`src/rtl/pulse_period_meter.sv`:
```
// rtl/pulse_period_meter.sv - measures high/low time of each pulse period and hands results off on valid/ready
module pulse_period_meter #(
    parameter int WIDTH = 8
) (
    input  logic             Clk,
    input  logic             Reset,
    input  logic             enable,
    input  logic             pulse,
    input  logic             ready,
    output logic             valid,
    output logic [WIDTH-1:0] high_len,
    output logic [WIDTH-1:0] low_len,
    output logic             overflow,
    output logic             missed
);

    localparam logic [WIDTH-1:0] CNT_MAX = '1;
    localparam logic [WIDTH-1:0] CNT_ONE = {{(WIDTH-1){1'b0}}, 1'b1};

    typedef enum logic [1:0] {
        IDLE,
        HIGH,
        LOW
    } state_t;

    state_t           state;
    state_t           state_d;
    logic             s1;
    logic             s2;
    logic             s3;
    logic             rise;
    logic             fall;
    logic [WIDTH-1:0] hcnt;
    logic [WIDTH-1:0] hcnt_d;
    logic [WIDTH-1:0] lcnt;
    logic [WIDTH-1:0] lcnt_d;
    logic             ovf;
    logic             ovf_d;
    logic             publish;

    // pulse is asynchronous: two flops for metastability, a third for edge detection
    always_ff @(posedge Clk or negedge Reset) begin
        if (!Reset) begin
            s1 <= 1'b0;
            s2 <= 1'b0;
            s3 <= 1'b0;
        end else begin
            s1 <= pulse;
            s2 <= s1;
            s3 <= s2;
        end
    end

    assign rise = s2 & ~s3;
    assign fall = ~s2 & s3;

    always_ff @(posedge Clk or negedge Reset) begin
        if (!Reset) begin
            state <= IDLE;
            hcnt  <= '0;
            lcnt  <= '0;
            ovf   <= 1'b0;
        end else begin
            state <= state_d;
            hcnt  <= hcnt_d;
            lcnt  <= lcnt_d;
            ovf   <= ovf_d;
        end
    end

    always_comb begin
        state_d = state;
        hcnt_d  = hcnt;
        lcnt_d  = lcnt;
        ovf_d   = ovf;
        publish = 1'b0;
        if (!enable) begin
            state_d = IDLE;
            hcnt_d  = '0;
            lcnt_d  = '0;
            ovf_d   = 1'b0;
        end else begin
            case (state)
                IDLE: begin
                    if (rise) begin
                        state_d = HIGH;
                        hcnt_d  = CNT_ONE;
                        ovf_d   = 1'b0;
                    end
                end
                HIGH: begin
                    if (fall) begin
                        state_d = LOW;
                        lcnt_d  = CNT_ONE;
                    end else if (s2) begin
                        if (hcnt == CNT_MAX) ovf_d = 1'b1;
                        else hcnt_d = hcnt + CNT_ONE;
                    end
                end
                LOW: begin
                    // a rising edge closes this period and opens the next one
                    if (rise) begin
                        publish = 1'b1;
                        state_d = HIGH;
                        hcnt_d  = CNT_ONE;
                        ovf_d   = 1'b0;
                    end else if (!s2) begin
                        if (lcnt == CNT_MAX) ovf_d = 1'b1;
                        else lcnt_d = lcnt + CNT_ONE;
                    end
                end
                default: state_d = IDLE;
            endcase
        end
    end

    always_ff @(posedge Clk or negedge Reset) begin
        if (!Reset) begin
            valid    <= 1'b0;
            high_len <= '0;
            low_len  <= '0;
            overflow <= 1'b0;
            missed   <= 1'b0;
        end else begin
            if (!enable) missed <= 1'b0;
            if (publish) begin
                if (!valid || ready) begin
                    valid    <= 1'b1;
                    high_len <= hcnt;
                    low_len  <= lcnt;
                    overflow <= ovf;
                end else begin
                    missed <= 1'b1;
                end
            end else if (valid && ready) begin
                valid <= 1'b0;
            end
        end
    end

endmodule
```
`config.mk`:
```
export PLATFORM = sky130hd
export DESIGN_NAME = pulse_period_meter
export DESIGN_NICKNAME = d
export VERILOG_FILES = /design/src/rtl/pulse_period_meter.sv
export SDC_FILE = /design/constraint.sdc
export NUM_CORES = 1
export LEC_CHECK = 0
export ABC_AREA = 0
export BUFFER_PORTS_ARGS = -buffer_cell sky130_fd_sc_hd__buf_2
export CORE_UTILIZATION = 40
export CTS_CLUSTER_SIZE = 8
export DETAILED_ROUTE_END_ITERATION = 16
export GPL_TIMING_DRIVEN = 0
export PLACE_DENSITY_LB_ADDON = 0.05
export SLEW_MARGIN = 20
export SYNTH_ARGS = -nofsm -noshare
export SYNTH_HDL_FRONTEND = slang
export SYNTH_SLANG_ARGS = --single-unit
export TNS_END_PERCENT = 50
```
`constraint.sdc`:
```
create_clock -name Clk -period 4 [get_ports Clk]
set_input_delay 0.4 -clock Clk [delete_from_list [all_inputs] [get_ports Clk]]
set_output_delay 0.4 -clock Clk [all_outputs]
set_load 0.01 [all_outputs]
```
# Yosys cells after proc, flatten, opt, wreduce, memory -nomap -nowiden
# Index checks and enable logic that the tools add are counted.
dict set report totals {
  ff_bits 41
  inputBits 5
  out_inout_bits 19
  elab_cells 84
}
dict set report classes {
  n_addsub 2
  eq_ne 20
  n_mux 34
  bitwise_logic 4
  n_reduce_logical 12
}
# cell n
set ops {}
lappend ops {{8-bit two-way mux} 10}
lappend ops {{8-bit case mux with 2 select lines} 2}
lappend ops {{3-bit != test (second input constant)} 9}
lappend ops {{1-bit two-way mux} 17}
lappend ops {{8-bit by 1-bit adder with 8-bit output (second input constant)} 2}
lappend ops {{8-bit equality test (second input constant)} 2}
lappend ops {{5-bit AND reduction} 2}
lappend ops {{4-bit != test (second input constant)} 2}
lappend ops {{7-bit AND reduction} 1}
lappend ops {{2-bit two-way mux} 3}
lappend ops {{3-bit by 2-bit != test with 1-bit output (second input constant)} 2}
lappend ops {{2-bit AND reduction} 3}
lappend ops {{4-bit by 1-bit != test with 1-bit output (second input constant)} 1}
lappend ops {{2-bit case mux with 2 select lines} 1}
lappend ops {{3-bit by 1-bit != test with 1-bit output (second input constant)} 1}
lappend ops {{1-bit case mux with 3 select lines} 1}
lappend ops {{1-bit AND} 2}
lappend ops {{2-bit by 1-bit equality test with 1-bit output (second input constant)} 1}
lappend ops {{2-bit equality test (second input constant)} 1}
lappend ops {{2-bit logical NOT} 1}
lappend ops {{2-bit by 1-bit != test with 1-bit output (second input constant)} 1}
lappend ops {{1-bit NOT} 2}
lappend ops {{2-bit nonzero test} 1}
lappend ops {{2-bit OR reduction} 1}
lappend ops {{3 further kinds} 3}

# Longest topological paths before layout
dict set report depth {
  word_depth 7
  mapped_depth 8
  depth_no_buf 7
}

# Worst setup path before layout
# OpenSTA, ideal clock, no wires.
dict set report synth_timing {
  path_type {register to register}
  start {register state[0]}
  end {register high_len[1]}
  setup_time_ns 0.125
  arrival_ns 1.817
  t_required_ns 3.875
  slack_ns 2.058
  stages_incl_launch_ff 8
  path_buffers 2
  synth_period_minus_slack_ns 1.942
  path_cell_list {dfrtp_1 > inv_1 > ha_1 > buf_2 > nand2_1 > nor3_4 > buf_4 > mux2_2}
}
dict set report synth_between {
  elab_chain_cells 4
}
# element line
set synth_lines {}
lappend synth_lines {{start, declared} 26} ;# state_t state;
lappend synth_lines {{start signal, assigned} 64} ;# state <= state_d;
lappend synth_lines {{2-bit equality test} 83} ;# case (state)
lappend synth_lines {{1-bit two-way mux} 83}
lappend synth_lines {{1-bit two-way mux} 77} ;# if (!enable) begin
lappend synth_lines {{2-bit AND reduction (no line)} -}
lappend synth_lines {{end signal, assigned} 129} ;# high_len <= hcnt;
lappend synth_lines {{end, declared} 11} ;# output logic [WIDTH-1:0] high_len,
# No other way between the ends.
# A chain may end at the register's enable or synchronous reset.

# Final worst setup path
dict set report layout_timing {
  start {register state[0]}
  end {register high_len[3]}
}
# Same word-level chain as after synthesis.

==> flow_summary.yaml <==
status:
  outcome: "completed"
floorplan:
  start_util: 0.417
  dieHeight_um: 72.4
  num_io_pins: 24
  die_x_um: 72.4
  dieArea_sq_mm: 0.00525
  row_count: 25
  core-area_sq_mm: 0.00475
timing:
  finalClockSkew_ns: 0.00594
  finalSetupTns_ns: 0
  relSlewSlack: 0.416
  setup_viol: 0
  tightest_slew_ns: 0.875
  max_freq_ghz: 0.437
  fin_crit_sh: 0.572
  slew_viol_final: 0
  hold_viol: 0
  rsz0062_at_grt: "no"
  post-route-min-period_ns: 2.29
synthesis:
  netlist_area_sq_mm: 0.00198
  yosysSeqAreaShare: 0.517
  syn_inst: 186
  yosysMostFrequentCell: "dfrtp_1"
  ys_seq_elements: 41
  synth_ff_type: "dfrtp_1"
  syn_nets: 197
  synth_top_area_share: 0.517
  synth_cell_types: 43
  syn-mean-instance-area_sq_um: 10.7
  synth.largest_area_cell: "dfrtp_1"
  synthArstFlopShare: 1.00
  synth_area_leaders: "dfrtp_1 (52%), mux2_2 (9.1%), ha_1 (3.8%)"
  synth_enable_flop_cells: 0
  synthTopCellsByCount: "dfrtp_1 (41), mux2_2 (16), nand2_1 (15), nor2_1 (15), o21ai_0 (15)"
  synth_warnings: 0
worst_setup_path:
  reg2reg_depth: 7
  arrival_ns: 2.47
  required_ns: 4.18
  start_kind: "register"
  criticalPathCategory: "reg -> reg"
  cpMaxStageDelayCell: "dfrtp_1"
  r2r_start: "state[0]$_DFFE_PN0P_"
  endpoint: "high_len[3]$_DFFE_PN0P_"
  worst_r2r_endpoint: "high_len[3]$_DFFE_PN0P_"
  end_kind: "register"
  max_stage_delay_ns: 0.45
  ff2ff_setup_slack_ns: 1.71
  cp-startpoint: "state[0]$_DFFE_PN0P_"
  cp_cell_sequence: "inv_1 > ha_1 > buf_2 > nand2_1 > nor3_4 > buf_4 > mux2_2"
  critPathMaxFanout: 10
clock_tree:
  cts_resized: 0
  htree_levels: 2
  cts_buffer_depth: 2
  cts_tree: "yes"
  cts-hold-fix-buffers: 0
  post_cts_buffers: 0
  root_buffer: "clkbuf_8"
  clk-insertion-delay-late_ns: 0.30
  cts.clk_slew.worst_paths_ns: 0.08
  numCtsBuffers: 5
  cts.sink_count: 41
finish:
  final_util: 0.479
  area.growth.synth_to_final_pct: 14.9
  layout-drive-gt1-share: 0.259
  final_area_sq_mm: 0.00228
  diodes: 0
  layout.nets: 226
placement:
  port_buffers: 22
  place_area_sq_mm: 0.00218
  dp_hpwl_um: 2750
  gp_congestion: 0.838
route:
  ant_nets: 0
  drt-total-wl_um: 3860
  drtIter0Drc: 74
  routedWlPerCell_um: 13.6
  first_pass_iters: 4
  drc: 0
  vias: 1487
  post_drt_via_cell_ratio: 5.25
flow_run:
  cap_viol_max_count: 0
global_route:
  antenna_found_initial: 0
  grt_usage: 0.168
  grt_pass1_vias: 1412
  grt_pass1_wl_um: 6680
  overflow: 0
  grt_max_degree: 42
power_and_ir_drop:
  p_leak_nw: 1.08
  peakVddDrop_v: 0.000200
  powerDensity_mw_per_mm2: 359
  finalPower_uw: 818
min_path:
  hp-class: "in -> reg"
## kinds of logic (layout without fill, tap and decap cells)
kind of cell / count (synthesis) / in the layout / share of synthesized area
simple gates: 64 / 64 / 0.169
flops: 41 / 41 / 0.517
compound gates: 40 / 40 / 0.128
mux: 18 / 18 / 0.102
buf+inv: 15 / 45 / 0.0378
fa+ha+maj: 6 / 6 / 0.0378
xor+xnor: 2 / 2 / 0.00883
## flip-flops by register name, indices dropped and copies added (netlist names)
signal	flops
hcnt	8
high_len	8
lcnt	8
low_len	8
missed	1
overflow	1
ovf	1
s1	1
s2	1
s3	1
state	2
valid	1
## worst min path at each step
stage | from | to | slack [ns] | cells after the start
finish | pulse | s1$_DFF_PN0_ | 0.20 | 1
global route | pulse | s1$_DFF_PN0_ | 0.19 | 1
CTS | pulse | s1$_DFF_PN0_ | 0.20 | 1
detailed placement | s1$_DFF_PN0_ | s2$_DFF_PN0_ | 0.34 | 0
global placement | s1$_DFF_PN0_ | s2$_DFF_PN0_ | 0.35 | 0
floorplan | Reset | hcnt[0]$_DFFE_PN0P_ | 0.10 | 0
## critical path: cells and delay by family, from the launching register on
family / cells / cell delay [ns]
flops: 1 / 0.45
mux: 1 / 0.35
buf+inv: 3 / 0.63
fa+ha+maj: 1 / 0.17
simple gates: 2 / 0.58
## layer usage
| layer | vias up | GRT usage | share of wire | routed length, um |
|---|---|---|---|---|
| li1 | 732 | - | - | - |
| met1 | 723 | 0.233 | 0.50 | 1930 |
| met2 | 26 | 0.245 | 0.45 | 1730 |
| met3 | 6 | 0.0472 | 0.034 | 130 |
| met4 | 0 | 0.0719 | 0.017 | 65 |
| met5 | - | 0 | 0 | 0 |
## cell usage in the layout, fill, tap and decap left out, types with 3 or more instances in the layout
cell type   n
a21oi_1     5
a31oi_1     3
and3_1      4
buf_2      25
clkbuf_8    7
dfrtp_1    41
ha_1        6
inv_1       7
mux2_2     16
nand2_1    15
nand2b_1    6
nand3_1     8
nand4_1     4
nor2_1     15
o211ai_1    3
o21ai_0    15
o31ai_1     3
## final cells by class
class	instances	area [sq um]
Clock inverter	1	5.00
Multi-Input combinational cell	130	883
Clock buffer	7	96.3
Inverter	8	32.5
Tap cell	67	83.8
Buffer	7	42.5
Fill cell	458	2470
Sequential cell	41	1030
Timing Repair Buffer	22	110
## per-stage QoR
| step | hold slack, ns | setup slack (ns) | std cells |
|---|---|---|---|
| global placement | 0.348 | 1.72 | 275 |
| CTS | 0.201 | 1.69 | 283 |
| detailed placement | 0.343 | 1.71 | 275 |
| finish | 0.203 | 1.71 | 283 |
| floorplan | 0.104 | 2.06 | 186 |
| global route | 0.194 | 1.49 | 283 |
## power by group
part	switching, mW	internal, mW
registers	0.0107	0.428
logic	0.0480	0.0291
clock network	0.147	0.156
(Power assumes the default switching activity.)
